==> config.mk <==
export PLATFORM = sky130hd
export DESIGN_NAME = uart_tx_scheduler
export DESIGN_NICKNAME = d
export VERILOG_FILES = /design/src/rtl/uart_pkg.sv /design/src/rtl/byte_fifo.sv /design/src/rtl/uart_tx_scheduler.sv
export SDC_FILE = /design/constraint.sdc
export NUM_CORES = 1
export LEC_CHECK = 0
export BUFFER_PORTS_ARGS = -buffer_cell sky130_fd_sc_hd__buf_2
export CAP_MARGIN = 20
export CORE_MARGIN = 2
export CORE_UTILIZATION = 55
export CTS_BUF_LIST = sky130_fd_sc_hd__clkbuf_4 sky130_fd_sc_hd__clkbuf_8
export CTS_CLUSTER_DIAMETER = 50
export DETAILED_ROUTE_END_ITERATION = 16
export GPL_TIMING_DRIVEN = 1
export PLACE_DENSITY = 0.74
export RECOVER_POWER = 25
export SKIP_LAST_GASP = 1
export SLEW_MARGIN = 20
export SYNTH_ARGS = -nofsm -noshare
export SYNTH_HDL_FRONTEND = slang
export SYNTH_SLANG_ARGS = --single-unit
==> constraint.sdc <==
create_clock -name clk -period 3.25 [get_ports clk]
set_input_delay 0.325 -clock clk [delete_from_list [all_inputs] [get_ports clk]]
set_output_delay 0.325 -clock clk [all_outputs]
set_load 0.01 [all_outputs]
==> src/rtl/uart_pkg.sv <==
`default_nettype none
// +------------------------------------------------------------------+
// | uart_pkg : shared UART constants and scheduler state encoding    |
// | Revision : 1.0                                                   |
// +------------------------------------------------------------------+
package uart_pkg;

  localparam int DBITS     = 8;
  localparam int SB_TICK   = 16;
  localparam int CLK_HZ    = 50_000_000;
  localparam int BAUD_RATE = 115_200;
  localparam int BAUD_DIV  = CLK_HZ / (BAUD_RATE * SB_TICK);

  typedef enum logic [1:0] {
    ST_IDLE      = 2'd0,
    ST_START     = 2'd1,
    ST_WAIT_DONE = 2'd2,
    ST_GAP       = 2'd3
  } sched_state_e;

  // Index width that stays legal for a single-element range.
  function automatic int clog2_min1(input int n);
    return (n > 1) ? $clog2(n) : 1;
  endfunction

endpackage
`default_nettype wire

==> src/rtl/byte_fifo.sv <==
`default_nettype none
// +------------------------------------------------------------------+
// | byte_fifo : synchronous count-based FIFO, DEPTH a power of 2 >= 2|
// | Revision  : 1.0                                                  |
// +------------------------------------------------------------------+
module byte_fifo
  import uart_pkg::*;
#(
  parameter int WIDTH = 8,
  parameter int DEPTH = 4
) (
  input  logic             clk,
  input  logic             reset,
  input  logic             push,
  input  logic [WIDTH-1:0] push_data,
  input  logic             pop,
  output logic [WIDTH-1:0] pop_data,
  output logic             empty,
  output logic             ready
);

  localparam int AW = clog2_min1(DEPTH);
  localparam int CW = $clog2(DEPTH + 1);
  localparam logic [CW-1:0] C_DEPTH = CW'(DEPTH);

  logic [WIDTH-1:0] mem_q [DEPTH];
  logic [WIDTH-1:0] mem_d [DEPTH];
  logic [AW-1:0]    wr_ptr_q, wr_ptr_d;
  logic [AW-1:0]    rd_ptr_q, rd_ptr_d;
  logic [CW-1:0]    count_q, count_d;
  logic             do_push, do_pop;

  assign ready    = (count_q < C_DEPTH);
  assign empty    = (count_q == '0);
  assign pop_data = mem_q[rd_ptr_q];
  assign do_push  = push && ready;
  assign do_pop   = pop && !empty;

  always_comb begin
    mem_d    = mem_q;
    wr_ptr_d = wr_ptr_q;
    rd_ptr_d = rd_ptr_q;
    count_d  = count_q;
    if (do_push) begin
      mem_d[wr_ptr_q] = push_data;
      wr_ptr_d        = wr_ptr_q + 1'b1;
    end
    if (do_pop) begin
      rd_ptr_d = rd_ptr_q + 1'b1;
    end
    unique case ({do_push, do_pop})
      2'b10:   count_d = count_q + 1'b1;
      2'b01:   count_d = count_q - 1'b1;
      default: count_d = count_q;
    endcase
  end

  always_ff @(posedge clk) begin
    if (reset) begin
      wr_ptr_q <= '0;
      rd_ptr_q <= '0;
      count_q  <= '0;
    end else begin
      wr_ptr_q <= wr_ptr_d;
      rd_ptr_q <= rd_ptr_d;
      count_q  <= count_d;
    end
  end

  // Storage carries no reset; emptiness is tracked by count_q alone.
  always_ff @(posedge clk) begin
    mem_q <= mem_d;
  end

endmodule
`default_nettype wire

==> src/rtl/uart_tx_scheduler.sv <==
`default_nettype none
// +------------------------------------------------------------------+
// | uart_tx_scheduler : round-robin byte arbiter feeding one UART TX |
// | Revision          : 1.0                                          |
// +------------------------------------------------------------------+
module uart_tx_scheduler #(
  parameter int DBITS      = uart_pkg::DBITS,
  parameter int NREQ       = 2,
  parameter int FIFO_DEPTH = 4,
  parameter int TIMEOUT    = 16384
) (
  input  logic                                   clk,
  input  logic                                   reset,
  input  logic [NREQ-1:0]                        req_valid,
  input  logic [NREQ*DBITS-1:0]                  req_data,
  output logic [NREQ-1:0]                        req_ready,
  output logic                                   tx_start,
  output logic [DBITS-1:0]                       tx_data,
  input  logic                                   tx_done,
  output logic [uart_pkg::clog2_min1(NREQ)-1:0]  grant_id,
  output logic                                   busy,
  output logic                                   timeout_err,
  output logic                                   spurious_err
);

  import uart_pkg::*;

  localparam int GW = clog2_min1(NREQ);
  localparam int TW = $clog2(TIMEOUT);
  localparam logic [TW-1:0] C_TMO_MAX  = TW'(TIMEOUT - 1);
  localparam logic [GW-1:0] C_LAST_RST = GW'(NREQ - 1);

  logic [NREQ-1:0]  fifo_empty;
  logic [NREQ-1:0]  fifo_ready;
  logic [NREQ-1:0]  fifo_pop;
  logic [DBITS-1:0] fifo_rdata [NREQ];

  sched_state_e     state_q, state_d;
  logic [DBITS-1:0] tx_data_q, tx_data_d;
  logic [GW-1:0]    grant_q, grant_d;
  logic [GW-1:0]    last_grant_q, last_grant_d;
  logic [TW-1:0]    tmo_cnt_q, tmo_cnt_d;
  logic             timeout_err_q, timeout_err_d;
  logic             spurious_err_q, spurious_err_d;

  logic             sel_found;
  logic [GW-1:0]    sel_idx;

  for (genvar gi = 0; gi < NREQ; gi++) begin : g_fifo
    byte_fifo #(
      .WIDTH (DBITS),
      .DEPTH (FIFO_DEPTH)
    ) u_fifo (
      .clk       (clk),
      .reset     (reset),
      .push      (req_valid[gi]),
      .push_data (req_data[gi*DBITS +: DBITS]),
      .pop       (fifo_pop[gi]),
      .pop_data  (fifo_rdata[gi]),
      .empty     (fifo_empty[gi]),
      .ready     (fifo_ready[gi])
    );
  end

  // Search begins one past the previous winner so every requester gets a turn.
  always_comb begin
    sel_found = 1'b0;
    sel_idx   = '0;
    for (int k = 1; k <= NREQ; k++) begin
      if (!sel_found && !fifo_empty[GW'((int'(last_grant_q) + k) % NREQ)]) begin
        sel_found = 1'b1;
        sel_idx   = GW'((int'(last_grant_q) + k) % NREQ);
      end
    end
  end

  always_comb begin
    state_d        = state_q;
    tx_data_d      = tx_data_q;
    grant_d        = grant_q;
    last_grant_d   = last_grant_q;
    tmo_cnt_d      = tmo_cnt_q;
    timeout_err_d  = timeout_err_q;
    spurious_err_d = spurious_err_q || (tx_done && (state_q != ST_WAIT_DONE));
    fifo_pop       = '0;
    unique case (state_q)
      ST_IDLE: begin
        if (sel_found) begin
          fifo_pop[sel_idx] = 1'b1;
          tx_data_d         = fifo_rdata[sel_idx];
          grant_d           = sel_idx;
          last_grant_d      = sel_idx;
          state_d           = ST_START;
        end
      end
      ST_START: begin
        tmo_cnt_d = '0;
        state_d   = ST_WAIT_DONE;
      end
      ST_WAIT_DONE: begin
        if (tx_done) begin
          state_d = ST_GAP;
        end else if (tmo_cnt_q == C_TMO_MAX) begin
          timeout_err_d = 1'b1;
          state_d       = ST_GAP;
        end else begin
          tmo_cnt_d = tmo_cnt_q + 1'b1;
        end
      end
      ST_GAP: begin
        state_d = ST_IDLE;
      end
      default: begin
        state_d = ST_IDLE;
      end
    endcase
  end

  always_ff @(posedge clk) begin
    if (reset) begin
      state_q        <= ST_IDLE;
      tx_data_q      <= '0;
      grant_q        <= '0;
      last_grant_q   <= C_LAST_RST;
      tmo_cnt_q      <= '0;
      timeout_err_q  <= 1'b0;
      spurious_err_q <= 1'b0;
    end else begin
      state_q        <= state_d;
      tx_data_q      <= tx_data_d;
      grant_q        <= grant_d;
      last_grant_q   <= last_grant_d;
      tmo_cnt_q      <= tmo_cnt_d;
      timeout_err_q  <= timeout_err_d;
      spurious_err_q <= spurious_err_d;
    end
  end

  assign req_ready    = fifo_ready;
  assign tx_start     = (state_q == ST_START);
  assign busy         = (state_q != ST_IDLE);
  assign tx_data      = tx_data_q;
  assign grant_id     = grant_q;
  assign timeout_err  = timeout_err_q;
  assign spurious_err = spurious_err_q;

endmodule
`default_nettype wire
==> results of run 1 <==
-- metrics by stage --
stage	cell area [µm²]	hold slack, ns
after global placement	4880	0.446
after detailed placement	4880	0.455
final	5070	0.175
after CTS	5090	0.143
after floorplan	4640	0.424
after global routing	5070	0.165
-- cell usage in the layout, fill, tap and decap left out, drive strengths merged, types with 4 or more instances in the layout --
cell,netlist,routed
nand4,5,5
nor3,8,8
mux2i,9,9
nor2,33,33
o31ai,4,4
o311ai,7,7
clkbuf,6,23
mux4,16,16
or4,6,6
xor2,5,5
nand3,9,9
and2,10,10
nand2b,5,5
buf,11,23
inv,22,26
nand2,9,9
o21ai,5,5
dfxtp,42,42
a211oi,8,8
a21oi,13,13
xnor2,5,5
edfxtp,64,64
ha,15,15
-- state kept, by name (all words and copies together) (netlist names), 2 cells and up --
name	cells
g_fifo.u_fifo.rd_ptr_q	4
g_fifo.u_fifo.count_q	6
state_q	2
g_fifo.u_fifo.mem_q	64
tmo_cnt_q	14
g_fifo.u_fifo.wr_ptr_q	4
tx_data	8
-- worst paths after layout --
path	from	endpoint
max	state_q[0]	g_fifo[1].u_fifo.count_q[2]
min	req_data[4]	g_fifo[0].u_fifo.mem_q[4]
max reg2reg	state_q[0]	g_fifo[1].u_fifo.count_q[2]
min reg2reg	spurious_err	spurious_err
-- cells by family (layout without fill, tap and decap cells) --
family	count (synthesis)	count (layout)
AOI/OAI and AO/OA	52	52
muxes	25	25
adders and majority gates	17	17
and+or+nand+nor	102	102
DFF	106	106
xor gates and xnor gates	10	10
buffers and inverters	39	75
-- power breakdown --
group          total (mW)  switching (mW)  leakage, nW  internal, mW
clock network       0.826           0.512        0.107         0.314
logic                1.01           0.568        0.718         0.446
registers            1.79           0.164        0.930          1.62
total                3.63            1.24         1.76          2.38
-- metal layers --
layer | part of all wire | track usage | routed length [µm]
met4 | 0.013 | 0.0595 | 103
met5 | 0 | 0 | 0
met1 | 0.44 | 0.276 | 3620
met3 | 0.054 | 0.0431 | 442
met2 | 0.49 | 0.305 | 4010
-- cell type report --
cell class / instances / area (µm²)
fillers: 648 / 3140
well taps: 105 / 131
repair buffers: 37 / 173
flip-flops and latches: 106 / 2760
inverters: 22 / 82.6
multi-input cells: 206 / 1710
clock inverters: 7 / 88.8
clock buffers: 9 / 124
==> results_dict.tcl, run 1 <==
set metrics [dict create \
    peakVddDrop_uv 317 \
    clk_pin_slew_worst_paths_ns 0.11 \
    max_stage_delay_ns 0.37 \
    skew_ns 0.0123 \
    power_leakage_nw 1.76 \
    drt_iter0_markers 119 \
    numPlacedInstances 476 \
    grt_max_degree 46 \
    hold_buffers 0 \
    required_ns 3.55 \
    hold_path_class "input port to flop" \
    ant_nets 0 \
    hold_depth 1 \
    syn_inst 351 \
    synth_ff_type "edfxtp_1" \
    io_pins 36 \
    critPathTopFamily "adder cells" \
    dp_slack_ns 0.767 \
    clock.fmax_ghz 0.400 \
    routedWlPerCell_um 16.6 \
    globalplace.congestion 0.852 \
    synth_warnings 0 \
    port_buffers 35 \
    die_height_um 95.9 \
    cts_setup_buffers 0 \
    worst_slew_pin_slew_ns 0.781 \
    num_rows 33 \
    rsz0062_at_grt "false" \
    synth.area.mux_share 0.0970 \
    finalNetCount 420 \
    core-area_um2 8220 \
    async_flop_share 0 \
    worst-r2r-setup-slack_ns 0.75 \
    numCtsBuffers 9 \
    synth_cell_type_count 53 \
    fin_ws_ns 0.748 \
    path_class "flop to flop" \
    final_util 0.617 \
    synthSimpleGateAreaFrac 0.124 \
    gr-usage-all-layers 0.195 \
    period_needed_ns 2.50 \
    critPathSlowestCell "fa_1" \
    setup_violations 0 \
    total_power_mw 3.63 \
    start_util 0.565 \
    grt_pass1_vias 2651 \
    path_max_fanout 4 \
    yosysTopAreaCellShare 0.414 \
    numClockSinks 106 \
    critPathLaunchType "flop" \
    seq_area_frac_synth 0.595 \
    synth_fp_nets 389 \
    ys_ff_latch 106 \
    cp.buffers_inverters 2 \
    place_hpwl_um 5750 \
    hold_viol_final 0 \
    synth_top_family_by_area "simple AND/OR/NAND/NOR gates" \
    insertion_delay_ns 0.37 \
    cts_tree "built" \
    antenna_found_initial 0 \
    fin_cells 492 \
    wl_um 8180 \
    path_depth 10 \
    synth_compound_area_frac 0.0789 \
    max_cap_violations 0 \
    drive_gt1_frac 0.163 \
    insertedDiodeCount 0 \
    first_pass_iters 4 \
    viasPerCell 5.75 \
    grt_pass1_wl_um 13300 \
    die_w_um 95.9 \
    num_vias 2831 \
    max-slew-margin-rel 0.480 \
    synth_edf_count 64 \
    grt_overflow 0 \
    setup_tns_ns 0 \
    slew_viol_final 0 \
    cp.arrival_ns 2.80 \
    synth_fa_ha_area_frac 0.0490 \
    cts_max_path_buffers 2 \
    syn_avg_cell_area_um2 13.2 \
    yosysMostFrequentCell "edfxtp_1" \
    syn2layout_area_growth_pct 9.21 \
    period_share 0.770 \
    dieArea_um2 9200 \
    syn-cell-area_um2 4640 \
    cts_resized 0 \
    end_kind "flop" \
    crit_chain "inv_1, ha_1, o31ai_1, nor3_1, ha_1, inv_1, fa_1, xor2_1, or3_1, a21oi_1" \
    yosysTopAreaCell "edfxtp_1" \
    p_per_area_nw_per_um2 715 \
    htree_num_levels 3 \
    reg2reg_depth 10 \
    synth_xor_area_frac 0.0189 \
    drc 0 \
    synth_area_leaders "edfxtp_1, dfxtp_1, mux4_2, ha_1, nor2_1" \
    root_buffer "clkbuf_8" \
    status "finished clean" \
    netlist_top_cells_count "edfxtp_1, dfxtp_1, nor2_1" \
]
Power figures use the tool's default switching activity.
==> run 2: changes to the inputs <==
Clock period 3.25 ns to 2.5 ns, I/O delays scaled along.
==> run 2 against run 1 <==
Fmax increased by 8.4%. Sequential power increased by 27%. Sequential cell count unchanged. Critical endpoint is now g_fifo[0].u_fifo.count_q[2].
==> results_dict.tcl, run 2 (synthesis results as in run 1) <==
set metrics [dict create \
    fill_cells 633 \
    setup_violations 0 \
    p_per_area_nw_per_um2 937 \
    num_vias 2834 \
    routedWlPerCell_um 17.3 \
    wl_um 8580 \
    reg2reg_depth 10 \
    ant_nets 0 \
    core-area_um2 8220 \
    antenna_found_initial 0 \
    cp.arrival_ns 2.61 \
    critPathTopFamily "adder cells" \
    period_needed_ns 2.31 \
    path_depth 10 \
    combPwrFrac 0.296 \
    clk_pin_slew_worst_paths_ns 0.11 \
    layout_commonest_cell "edfxtp_1" \
    drive_gt1_frac 0.179 \
    status "finished clean" \
    path_class "flop to flop" \
    path_common_cell "inv_1" \
    grt_pass1_wl_um 13900 \
    cts_max_path_buffers 2 \
    multi_input_area_um2 1720 \
    finalNetCount 423 \
    hold_path_class "input port to flop" \
    root_buffer "clkbuf_8" \
    worst_slew_pin_slew_ns 0.784 \
    gr-usage-all-layers 0.208 \
    path_max_fanout 4 \
    numCtsBuffers 9 \
    insertion_delay_ns 0.38 \
    critPathLaunchType "flop" \
    period_share 0.923 \
    skew_ns 0.0170 \
    power_leakage_nw 1.77 \
    numClockSinks 106 \
    design_area_um2 5110 \
    p_int_mw 3.13 \
    globalplace.congestion 0.869 \
    place_hpwl_um 5990 \
    final_cell_mix "edfxtp_1, dfxtp_1, nor2_1, inv_1, buf_2" \
    total_power_mw 4.79 \
    clock.fmax_ghz 0.433 \
    hold_depth 1 \
    p_clk_frac 0.231 \
    required_ns 2.80 \
    insertedDiodeCount 0 \
    largest-register "g_fifo.u_fifo.mem_q" \
    peakVddDrop_uv 458 \
    start_util 0.565 \
    setup_tns_ns 0 \
    cts_tree "built" \
    drt_iter0_markers 163 \
    pwr-share-seq 0.474 \
    die_w_um 95.9 \
    hold_viol_final 0 \
    io_pins 36 \
    htree_num_levels 3 \
    grt_overflow 0 \
    grt_max_degree 46 \
    viasPerCell 5.73 \
    port_buffers 35 \
    hold_ws_ns 0.105 \
    grt_pass1_vias 2784 \
    sw_frac_of_total 0.345 \
    max_cap_violations 0 \
    num_rows 33 \
    max-slew-margin-rel 0.478 \
    placed_area_um2 4900 \
    final_util 0.622 \
    max_stage_delay_ns 0.37 \
    rsz0062_at_grt "false" \
    register_area_um2 2760 \
    crit_chain "inv_1, ha_2, o31a_1, and2_1, ha_1, inv_1, fa_1, xor2_1, or3_1, a21oi_1" \
    slew_viol_final 0 \
    dieArea_um2 9200 \
    drc 0 \
    p_sw_mw 1.65 \
    first_pass_iters 4 \
    critPathSlowestCell "fa_1" \
    cp.buffers_inverters 2 \
    largest_reg_flops 64 \
    end_kind "flop" \
    die_height_um 95.9 \
    syn2layout_area_growth_pct 9.99 \
]
==> run 2: per-stage QoR <==
stage	cells	setup slack, ns
4_1_cts	495	0.0527
3_3_place_gp	479	0.189
5_1_grt	495	0.00369
2_1_floorplan	351	0.0795
3_5_place_dp	479	0.0944
6_report	495	0.192
==> run 2: cell type report <==
type,instances,share of cell area
flip-flops and latches,106,0.541
inverters,22,0.0162
clock inverters,7,0.0179
well taps,105,0.0257
repair buffers,40,0.0385
multi-input cells,206,0.337
clock buffers,9,0.0242
==> run 2: worst reg2reg max path, stage by stage, from the launching register on <==
cell     delay [ns]
dfxtp_1        0.35
inv_1          0.11
ha_2           0.22
o31a_1         0.15
and2_1         0.19
ha_1           0.20
inv_1          0.06
fa_1           0.37
xor2_1         0.15
or3_1          0.30
a21oi_1        0.14
==> run 2: worst paths after layout <==
check,startpoint,end,slack (ns)
max,state_q[0],g_fifo[0].u_fifo.count_q[2],0.19
min reg2reg,spurious_err,spurious_err,0.48
min,req_data[4],g_fifo[0].u_fifo.mem_q[4],0.11
max reg2reg,state_q[0],g_fifo[0].u_fifo.count_q[2],0.19
==> run 2: routing by layer <==
layer	vias up	track usage	wire [µm]
li1	1380	-	-
met1	1389	0.273	3760
met2	60	0.347	4390
met3	5	0.0587	364
met4	0	0.0452	70
met5	-	0	0
==> run 2: timing repair <==
item / in CTS / in global routing
hold buffers: 0 / 0
setup endpoints to repair: 0 / 2
resized for setup: 0 / 3
setup buffers: 0 / 0
==> run 2: power groups by stage <==
stage / clock network [mW] / logic (mW) / registers [mW]
after global placement: 0 / 1.39 / 2.29
after CTS: 1.12 / 1.42 / 2.27
after detailed placement: 0 / 1.42 / 2.31
after global routing: 1.19 / 1.60 / 2.29
final: 1.10 / 1.42 / 2.27
after floorplan: 0 / 1.04 / 2.28
